[config.mk]
export PLATFORM = sky130hd
export DESIGN_NAME = dsram_bus_responder
export DESIGN_NICKNAME = d
export VERILOG_FILES = /design/src/rtl/dsram_bus_responder_pkg.sv /design/src/rtl/dsram_req_reg.sv /design/src/rtl/dsram_bus_responder.sv
export SDC_FILE = /design/constraint.sdc
export NUM_CORES = 1
export LEC_CHECK = 0
export CAP_MARGIN = 30
export CORE_MARGIN = 1.5
export CORE_UTILIZATION = 39
export DETAILED_ROUTE_END_ITERATION = 16
export PLACE_DENSITY_LB_ADDON = 0.25
export SLEW_MARGIN = 20
export SYNTH_ARGS = -nofsm -noshare
export SYNTH_HDL_FRONTEND = slang
export SYNTH_SLANG_ARGS = --single-unit
[constraint.sdc]
create_clock -name clk -period 1.85 [get_ports clk]
set_input_delay 0.37 -clock clk [delete_from_list [all_inputs] [get_ports clk]]
set_output_delay 0.37 -clock clk [all_outputs]
set_load 0.01 [all_outputs]
[src/rtl/dsram_bus_responder_pkg.sv]
// Shared definitions for the data-SRAM bus responder.
//   state_t            : access sequencer states (IDLE/REQ/RESP/DONE)
//   BYTE_W             : bits per byte lane / write strobe
//   TIMEOUT_RDATA_BIT  : fill bit for load data forced on a bus timeout
//   tmo_cnt_width()    : width of a counter that can hold 0..timeout
package dsram_bus_responder_pkg;

  typedef enum logic [1:0] {
    ST_IDLE = 2'd0,
    ST_REQ  = 2'd1,
    ST_RESP = 2'd2,
    ST_DONE = 2'd3
  } state_t;

  localparam int BYTE_W = 8;

  localparam logic TIMEOUT_RDATA_BIT = 1'b0;

  function automatic int tmo_cnt_width(input int timeout);
    return (timeout < 1) ? 1 : $clog2(timeout + 1);
  endfunction

endpackage

[src/rtl/dsram_req_reg.sv]
// Capture/hold register for one memory request (address, store data,
// byte strobes, write flag). Loaded when an access is accepted from EX and
// then held stable while the request sits on the bus. When posted writes
// are enabled this same register is the single-entry store buffer.
// Ports:
//   clk, rst            clock, synchronous active-high reset
//   load                capture the incoming access this cycle
//   addr, wdata, wstrb  access fields from EX
//   held_addr/wdata/wstrb/we  registered request fields driven onto the bus
module dsram_req_reg
  import dsram_bus_responder_pkg::*;
#(
  parameter int ADDR_W = 32,
  parameter int DATA_W = 32
) (
  input  logic                     clk,
  input  logic                     rst,
  input  logic                     load,
  input  logic [ADDR_W-1:0]        addr,
  input  logic [DATA_W-1:0]        wdata,
  input  logic [DATA_W/BYTE_W-1:0] wstrb,
  output logic [ADDR_W-1:0]        held_addr,
  output logic [DATA_W-1:0]        held_wdata,
  output logic [DATA_W/BYTE_W-1:0] held_wstrb,
  output logic                     held_we
);

  always_ff @(posedge clk) begin
    if (rst) begin
      held_addr  <= '0;
      held_wdata <= '0;
      held_wstrb <= '0;
      held_we    <= 1'b0;
    end else if (load) begin
      held_addr  <= addr;
      held_wdata <= wdata;
      held_wstrb <= wstrb;
      // Any non-zero strobe pattern is a store; strobes pass through as-is.
      held_we    <= |wstrb;
    end
  end

endmodule

[src/rtl/dsram_bus_responder.sv]
// Responder for the EX-stage data-SRAM port. Each access becomes one
// valid/ready request plus one single-cycle response on the external bus.
// The pipeline is stalled until the DONE cycle, in which it advances;
// load data is registered and held until the next load completes.
// A bus that never answers is cut off after TIMEOUT cycles in REQ+RESP:
// the access is force-completed, loads return zero and bus_err latches.
// Optional build macro DSRAM_POSTED_WRITE_EN: a store seen in IDLE is
// accepted without stalling and drains in the background; any access that
// arrives meanwhile stalls until the drain finishes.
// Ports:
//   clk, rst                 clock, synchronous active-high reset
//   data_sram_en/wen/addr/wdata  access from EX (wen == 0 means load)
//   data_sram_rdata          registered load data for MEM
//   stallreq_from_mem        combinational pipeline stall request
//   bus_req_valid/ready/we/wstrb/addr/wdata  request channel
//   bus_resp_valid/rdata     response channel (single-cycle ack)
//   bus_err                  sticky timeout flag
module dsram_bus_responder
  import dsram_bus_responder_pkg::*;
#(
  parameter int ADDR_W  = 32,
  parameter int DATA_W  = 32,
  parameter int TIMEOUT = 255
) (
  input  logic                     clk,
  input  logic                     rst,
  input  logic                     data_sram_en,
  input  logic [DATA_W/BYTE_W-1:0] data_sram_wen,
  input  logic [ADDR_W-1:0]        data_sram_addr,
  input  logic [DATA_W-1:0]        data_sram_wdata,
  output logic [DATA_W-1:0]        data_sram_rdata,
  output logic                     stallreq_from_mem,
  output logic                     bus_req_valid,
  input  logic                     bus_req_ready,
  output logic                     bus_req_we,
  output logic [DATA_W/BYTE_W-1:0] bus_req_wstrb,
  output logic [ADDR_W-1:0]        bus_req_addr,
  output logic [DATA_W-1:0]        bus_req_wdata,
  input  logic                     bus_resp_valid,
  input  logic [DATA_W-1:0]        bus_resp_rdata,
  output logic                     bus_err
);

  localparam int CNT_W = tmo_cnt_width(TIMEOUT);
  // Value of the counter during the last permitted REQ/RESP cycle.
  localparam logic [CNT_W-1:0] CNT_LAST = CNT_W'(TIMEOUT - 1);

`ifdef DSRAM_POSTED_WRITE_EN
  localparam logic POSTED_WRITE = 1'b1;
`else
  localparam logic POSTED_WRITE = 1'b0;
`endif

  state_t            state_reg;
  logic [CNT_W-1:0]  cnt_reg;
  logic              req_valid_reg;
  logic              err_reg;
  logic              posted_reg;   // current access is a background store drain
  logic [DATA_W-1:0] rdata_reg;

  logic   is_store;
  logic   capture;
  logic   busy;
  logic   tmo_hit;
  state_t finish_state;

  assign is_store = |data_sram_wen;
  assign capture  = (state_reg == ST_IDLE) && data_sram_en;
  assign busy     = (state_reg == ST_REQ) || (state_reg == ST_RESP);
  assign tmo_hit  = busy && (cnt_reg == CNT_LAST);
  // A posted drain has no stalled instruction waiting on it, so it skips
  // DONE: passing through DONE would release whatever access is now
  // stalled behind the drain without that access ever being issued.
  assign finish_state = posted_reg ? ST_IDLE : ST_DONE;

  dsram_req_reg #(
    .ADDR_W (ADDR_W),
    .DATA_W (DATA_W)
  ) u_req_reg (
    .clk        (clk),
    .rst        (rst),
    .load       (capture),
    .addr       (data_sram_addr),
    .wdata      (data_sram_wdata),
    .wstrb      (data_sram_wen),
    .held_addr  (bus_req_addr),
    .held_wdata (bus_req_wdata),
    .held_wstrb (bus_req_wstrb),
    .held_we    (bus_req_we)
  );

  always_ff @(posedge clk) begin
    if (rst) begin
      state_reg     <= ST_IDLE;
      cnt_reg       <= '0;
      req_valid_reg <= 1'b0;
      err_reg       <= 1'b0;
      posted_reg    <= 1'b0;
      rdata_reg     <= '0;
    end else begin
      case (state_reg)
        ST_IDLE: begin
          cnt_reg <= '0;
          if (data_sram_en) begin
            state_reg     <= ST_REQ;
            req_valid_reg <= 1'b1;
            posted_reg    <= POSTED_WRITE && is_store;
          end
        end
        ST_REQ: begin
          cnt_reg <= cnt_reg + CNT_W'(1);
          if (tmo_hit) begin
            req_valid_reg <= 1'b0;
            err_reg       <= 1'b1;
            if (!bus_req_we) rdata_reg <= {DATA_W{TIMEOUT_RDATA_BIT}};
            posted_reg    <= 1'b0;
            state_reg     <= finish_state;
          end else if (bus_req_ready) begin
            req_valid_reg <= 1'b0;
            state_reg     <= ST_RESP;
          end
        end
        ST_RESP: begin
          cnt_reg <= cnt_reg + CNT_W'(1);
          // A real response in the final cycle still counts as success.
          if (bus_resp_valid) begin
            if (!bus_req_we) rdata_reg <= bus_resp_rdata;
            posted_reg <= 1'b0;
            state_reg  <= finish_state;
          end else if (tmo_hit) begin
            err_reg    <= 1'b1;
            if (!bus_req_we) rdata_reg <= {DATA_W{TIMEOUT_RDATA_BIT}};
            posted_reg <= 1'b0;
            state_reg  <= finish_state;
          end
        end
        ST_DONE: begin
          cnt_reg   <= '0;
          state_reg <= ST_IDLE;
        end
        default: begin
          state_reg <= ST_IDLE;
        end
      endcase
    end
  end

  // The pipeline advances only in DONE; with posted writes a store that
  // finds the buffer empty (IDLE) is also released immediately.
  assign stallreq_from_mem = data_sram_en && (state_reg != ST_DONE) &&
                             !(POSTED_WRITE && (state_reg == ST_IDLE) && is_store);

  assign bus_req_valid   = req_valid_reg;
  assign bus_err         = err_reg;
  assign data_sram_rdata = rdata_reg;

endmodule
### After elaboration in Yosys (flattened, before gate mapping)

Index checks and enable logic that the tools add are counted.

| word-level totals | value |
|---|---|
| flip-flop bits (word level) | 114 |
| memories kept | 0 |
| word-level logic and storage cells | 61 |
| output and inout port bits | 104 |
| latch bits | 0 |
| memory bits (writable) | 0 |
| ROM bits | 0 |

| operators by class | value |
|---|---|
| shift-type cells | 0 |
| $add $sub $neg | 1 |
| magnitude comparators | 0 |
| bitwise operators | 0 |
| reductions and logical operators | 16 |
| eq/ne operators | 10 |
| $mul | 0 |
| divide/modulo/power cells | 0 |
| muxes and demuxes | 24 |

Operators by type and width:

| operator | count |
|---|---|
| 32-bit 2-to-1 mux | 4 |
| 32-bit one-hot mux with 2 select lines | 1 |
| 8-bit one-hot mux with 2 select lines | 1 |
| 2-bit 2-to-1 mux | 6 |
| 3-bit != test (second input constant) | 3 |
| 8-bit by 1-bit adder with 8-bit output (second input constant) | 1 |
| 8-bit == test (second input constant) | 1 |
| 1-bit 2-to-1 mux | 8 |
| 2-bit one-hot mux with 4 select lines | 1 |
| 2-bit != test (second input constant) | 3 |
| 2-bit AND reduction | 3 |
| 3-bit AND reduction | 2 |
| 2-bit == test (second input constant) | 2 |
| 1-bit one-hot mux with 2 select lines | 2 |
| 2-bit nonzero test | 2 |
| 2-bit OR reduction | 2 |
| 4-bit OR reduction | 1 |
| 1-bit logical AND | 3 |
| 1-bit one-hot mux with 3 select lines | 1 |
| 3-bit nonzero test | 1 |
| 2-bit by 1-bit == test with 1-bit output (second input constant) | 1 |
| 2-bit zero test | 1 |
| 1-bit logical OR | 1 |

### Depth between registers and ports, before layout

| depth | value |
|---|---|
| depth in word-level cells | 6 |
| depth in mapped cells | 7 |
| mapped depth without buffers | 6 |

### Hierarchy

Synthesis repeated with hierarchy kept, for this count alone.

| second synthesis, totals | value |
|---|---|
| cell total of the unflattened synthesis | 413 |
| area total of the unflattened synthesis | 4291.6 um^2 |

Modules (own cells, without submodules):

| module | cells each | times used | area each (um^2) |
|---|---|---|---|
| dsram_req_reg | 224 | 1 | 2497.4 |
| dsram_bus_responder | 189 | 1 | 1794.2 |

### Least setup slack after synthesis

Ideal clock, no wire load.

| timing path | value |
|---|---|
| path kind | register to register |
| from | register state_reg[0] |
| to | register rdata_reg[0] (netlist: data_sram_rdata[0]) |
| arrival time | 1.546 ns |
| data required time | 1.733 ns |
| library setup time | 0.117 ns |
| stages on the path, launching flop included | 8 |
| setup slack | 0.187 ns |
| period minus slack after synthesis | 1.663 ns |
| path through | dfxtp_1 > inv_1 > ha_1 > nand4_1 > o21ai_2 > a21oi_2 > buf_6 > a22o_1 |

| on the way | value |
|---|---|
| word-level cells in the longest chain between the ends | 6 |
| elaborated cells on any way between the ends | 10 |
| classes of those cells | 3 x eq/ne; 3 x mux; 4 x reduce/logical |

RTL lines:

| item | RTL line | text |
|---|---|---|
| start, declared | dsram_bus_responder.sv:54 | `state_t state_reg;` |
| start signal, assigned | dsram_bus_responder.sv:117 | `state_reg <= finish_state;` |
| start signal, assigned | dsram_bus_responder.sv:129 | `state_reg <= finish_state;` |
| start signal, assigned | dsram_bus_responder.sv:134 | `state_reg <= finish_state;` |
| 2-bit by 1-bit == test with 1-bit output or 2-bit == test (tied branches) | dsram_bus_responder.sv:69, dsram_bus_responder.sv:101 |  |
| 1-bit logical OR | dsram_bus_responder.sv:69 | `assign busy = (state_reg == ST_REQ) \|\| (state_reg == ST_RESP);` |
| 1-bit logical AND | dsram_bus_responder.sv:70 | `assign tmo_hit = busy && (cnt_reg == CNT_LAST);` |
| 32-bit 2-to-1 mux (2 in series) | -- |  |
| 32-bit one-hot mux with 2 select lines | dsram_bus_responder.sv:101 | `case (state_reg)` |
| end signal, assigned | dsram_bus_responder.sv:115 | `if (!bus_req_we) rdata_reg <= {DATA_W{TIMEOUT_RDATA_BIT}};` |
| end signal, assigned | dsram_bus_responder.sv:127 | `if (!bus_req_we) rdata_reg <= bus_resp_rdata;` |
| end signal, assigned | dsram_bus_responder.sv:132 | `if (!bus_req_we) rdata_reg <= {DATA_W{TIMEOUT_RDATA_BIT}};` |
| end, declared | dsram_bus_responder.sv:59 | `logic [DATA_W-1:0] rdata_reg;` |

Several ways; a longest one is shown, not always the timed one.
A chain may end at the register's enable or synchronous reset.

### Worst setup path after layout

| timing path | value |
|---|---|
| from | register u_req_reg.held_wdata[30] |
| to | output bus_req_wdata[30] |

RTL lines:

| item | RTL line | text |
|---|---|---|
| start, declared | dsram_req_reg.sv:23 | `output logic [DATA_W-1:0] held_wdata,` |
| start signal, assigned | dsram_req_reg.sv:36 | `held_wdata <= wdata;` |
| end, declared | dsram_bus_responder.sv:38 | `output logic [DATA_W-1:0] bus_req_wdata,` |

No word-level cell between the ends.

==> key figures <==
STA
  – Slew at the pin closest to its max-slew limit: 0.417 ns
  – Setup TNS: 0 ns
  – RSZ-0062 raised after global routing: no
  – Worst setup margin: 0.0688 ns
  – Crit path time final: 1.78 ns
  – Slew HR: between 70 and 80%
  – Final number of setup-violating endpoints: 0
  – Final period util: 96.3%
  – Final hold violations: 0
  – Max Freq: 0.561 GHz
  – Final Max Slew Viols: 0
  – Worst Hold Slack: 0.318 ns
  – Final Skew: 0.00867 ns

GRT
  – GR Layer Usage met1: 23.5%
  – First-pass GRT wire length: 19000 µm
  – Global route total overflow: 0
  – Met2 usage: 38.0%
  – Busiest layer in global routing: met2
  – GRT Resource Usage Total: 21.8%
  – Largest net degree at the start of global routing: 49
  – Vias in the first global route: around 3900
  – Met3 Resource Use GR: under 10%
  – Initial antenna violation count: 0

Routing
  – Post-DR wirelength/cell: 14.8 µm
  – Routed WL: roughly 12000 µm
  – DR vias/cell: 4.91
  – Vias: 3963
  – Initial DRC count: 143
  – DRT Pass-1 Iters: 4
  – Post-DRT Antenna Nets: 0
  – Drt drc: 0

Clock network
  – Clock latency on the worst-skew pair: roughly 0.50 ns
  – Count of clock tree sinks: approximately 110
  – CTS tree: built
  – Setup bufs post-CTS: 0
  – CTS clk-pin slew, worst paths: roughly 0.06 ns
  – H-tree Lvls: 4
  – Clock buffer depth: 2
  – TritonCTS Buffers: 17
  – Root Buffer: clkbuf_8

Worst setup path
  – Slowest stage cell, crit path: clkdlybuf4s50_1
  – CP cell instances: clkdlybuf4s50_1
  – Buf/Inv on CP: 1
  – Cell family with most CP delay: buffers and inverters
  – Critical path class: reg -> out
  – WP data required: 1.48 ns
  – CP max stage delay: 0.58 ns
  – Critical path launch point type: register
  – CP max FO: 2
  – Crit end category: output pin
  – WP data arrival: 1.41 ns

Die
  – Rows: 36
  – DIE HEIGHT: around 100 µm
  – Die width: 105 µm
  – Overall die area: 11000 µm²
  – Initial core utilization: around two fifths
  – Top Ports: 209
  – Core ar.: 9910 µm²

Placed design
  – Worst slack at placement: -0.0297 ns
  – Post-DP HPWL: 8360 µm
  – # port buffers: approximately 210
  – GPL Wtd Cong: 0.843
  – Cell Area, Placed: between 6000 and 7000 µm²

Yosys
  – Synth Flop Type: dfxtp_1
  – Syn Nets: ~570
  – Post-synth EDFFs: 0
  – Sequential-to-total area share from yosys stat: 56.5%
  – YS warnings: 0
  – Mapped Cells: 453
  – Syn avg cell area: 8.92 µm²
  – Synth Register Bits: 114
  – Synth cell types: 35
  – Ys async rst share: 0%
  – Cell area after synthesis: just over 4000 µm²

Pwr
  – P_sw: 0.00258 W
  – Net switching share of the total power: 30.5%
  – Clock power share: 36.5%
  – Register share of total power: 35.5%
  – Internal power: a little under 0.006 W
  – Leakage: 2.62 nW
  – Logic pwr share: between 20% and 30%
  – PwrDens: 1230 nW/µm²
  – VDD IR-drop max: ~850 µV

Final layout
  – Post-layout instance area: 6870 µm²
  – Nets: 773
  – Antenna diodes: 0
  – Layout cells sized above 1: 8.46%
  – Area Overhead vs Synth: 69.9%

Outcome
  – Outcome: finished, final reports clean

Job
  – # Max-Cap Violations: 0

Min path
  – Worst Hold Class: in -> reg
-- cells in the mapped netlist, types with 2 or more instances --
library cell	number	area (µm²)
nor3_1	2	10.0
dfxtp_1	114	2280
a22o_1	32	280
nor2b_1	4	25.0
buf_1	3	11.3
a21oi_1	73	365
o22ai_1	2	12.5
inv_1	7	26.3
or3_1	2	12.5
ha_1	7	87.6
clkbuf_1	12	45.0
xnor2_1	3	26.3
nor2_1	13	48.8
buf_2	12	60.1
xor2_1	2	17.5
nand3_1	3	15.0
buf_6	3	33.8
nand2_1	142	533
-- power groups by stage --
stage | Clock, W | Sequential, W | Combinational, W
3_5_place_dp | 0 | 0.00304 | 0.00233
3_3_place_gp | 0 | 0.00302 | 0.00228
5_1_grt | 0.00328 | 0.00305 | 0.00257
2_1_floorplan | 0 | 0.00318 | 0.000972
4_1_cts | 0.00315 | 0.00300 | 0.00234
6_report | 0.00309 | 0.00301 | 0.00237
-- through the flow --
stage	cells	total power (W)	utilization (%)
after global placement	775	0.00531	63.5
after global routing	807	0.00890	69.3
after detailed placement	775	0.00537	63.5
after floorplan	453	0.00415	-
after CTS	807	0.00849	69.2
final	807	0.00846	69.3
-- placed cells by master (no fill, tap or decap), drive strengths merged --
cell	instances
o21bai	1
a211oi	1
nor2	13
a22o	32
nand2b	1
a21oi	74
dlygate4sd2	1
o211a	1
buf	12
nand3	3
nand4	2
xor2	2
a311oi	1
o221ai	1
and3b	1
clkdlybuf4s50	204
a32o	1
o21ai	2
nor3b	1
or3	2
xnor2	3
bufinv	1
inv	13
nor2b	4
clkbuf	20
ha	7
nor4	1
nand2	142
nor3	2
o41ai	1
dlymetal6s2s	1
clkinvlp	3
and2	1
dfxtp	114
clkinv	3
o22ai	2
-- logic make-up (layout without fill, tap and decap cells) --
logic type      after synthesis  after routing  share of synthesized area, %
xor+xnor                      5              5                          1.08
fa+ha+maj                     7              7                          2.17
compound gates              117            117                          18.5
simple gates                173            173                          17.4
buf+inv                      37            258                          4.37
flops                       114            114                          56.5
-- per-layer routing --
metal	wire, µm	up-vias
met4	268	0
met3	918	18
met2	5930	167
met1	4840	1838
li1	-	1940
met5	0	-
-- timing repair --
action                     in CTS  in global routing
pin swaps                       0                  2
setup endpoints to repair       2                 36
hold buffers                    0                  0
resized for setup               3                  7
-- path summary, 6_finish.rpt --
kind / start / endpoint / slack, ns / cells after the start
setup / recovery: u_req_reg.held_wdata[30] / bus_req_wdata[30] / 0.07 / 1
hold / removal: rst / state_reg[1] / 0.32 / 3
setup reg to reg: state_reg[1] / data_sram_rdata[29] / 0.11 / 7
hold reg to reg: u_req_reg.held_addr[13] / u_req_reg.held_addr[13] / 0.45 / 2
-- layout make-up --
cell class | count | area (µm²)
Fill cell | 742 | 3040
Sequential cell | 114 | 2280
Timing Repair Buffer | 219 | 2220
Multi-Input combinational cell | 302 | 1600
Clock buffer | 19 | 442
Tap cell | 133 | 166
Clock inverter | 13 | 124
Inverter | 7 | 26.3
-- worst min-delay path: stages --
cell and delay [ns]:
buf_2 0.15, nor2_1 0.10, a32o_1 0.16
Note: power is estimated with default switching activity, not from simulation.
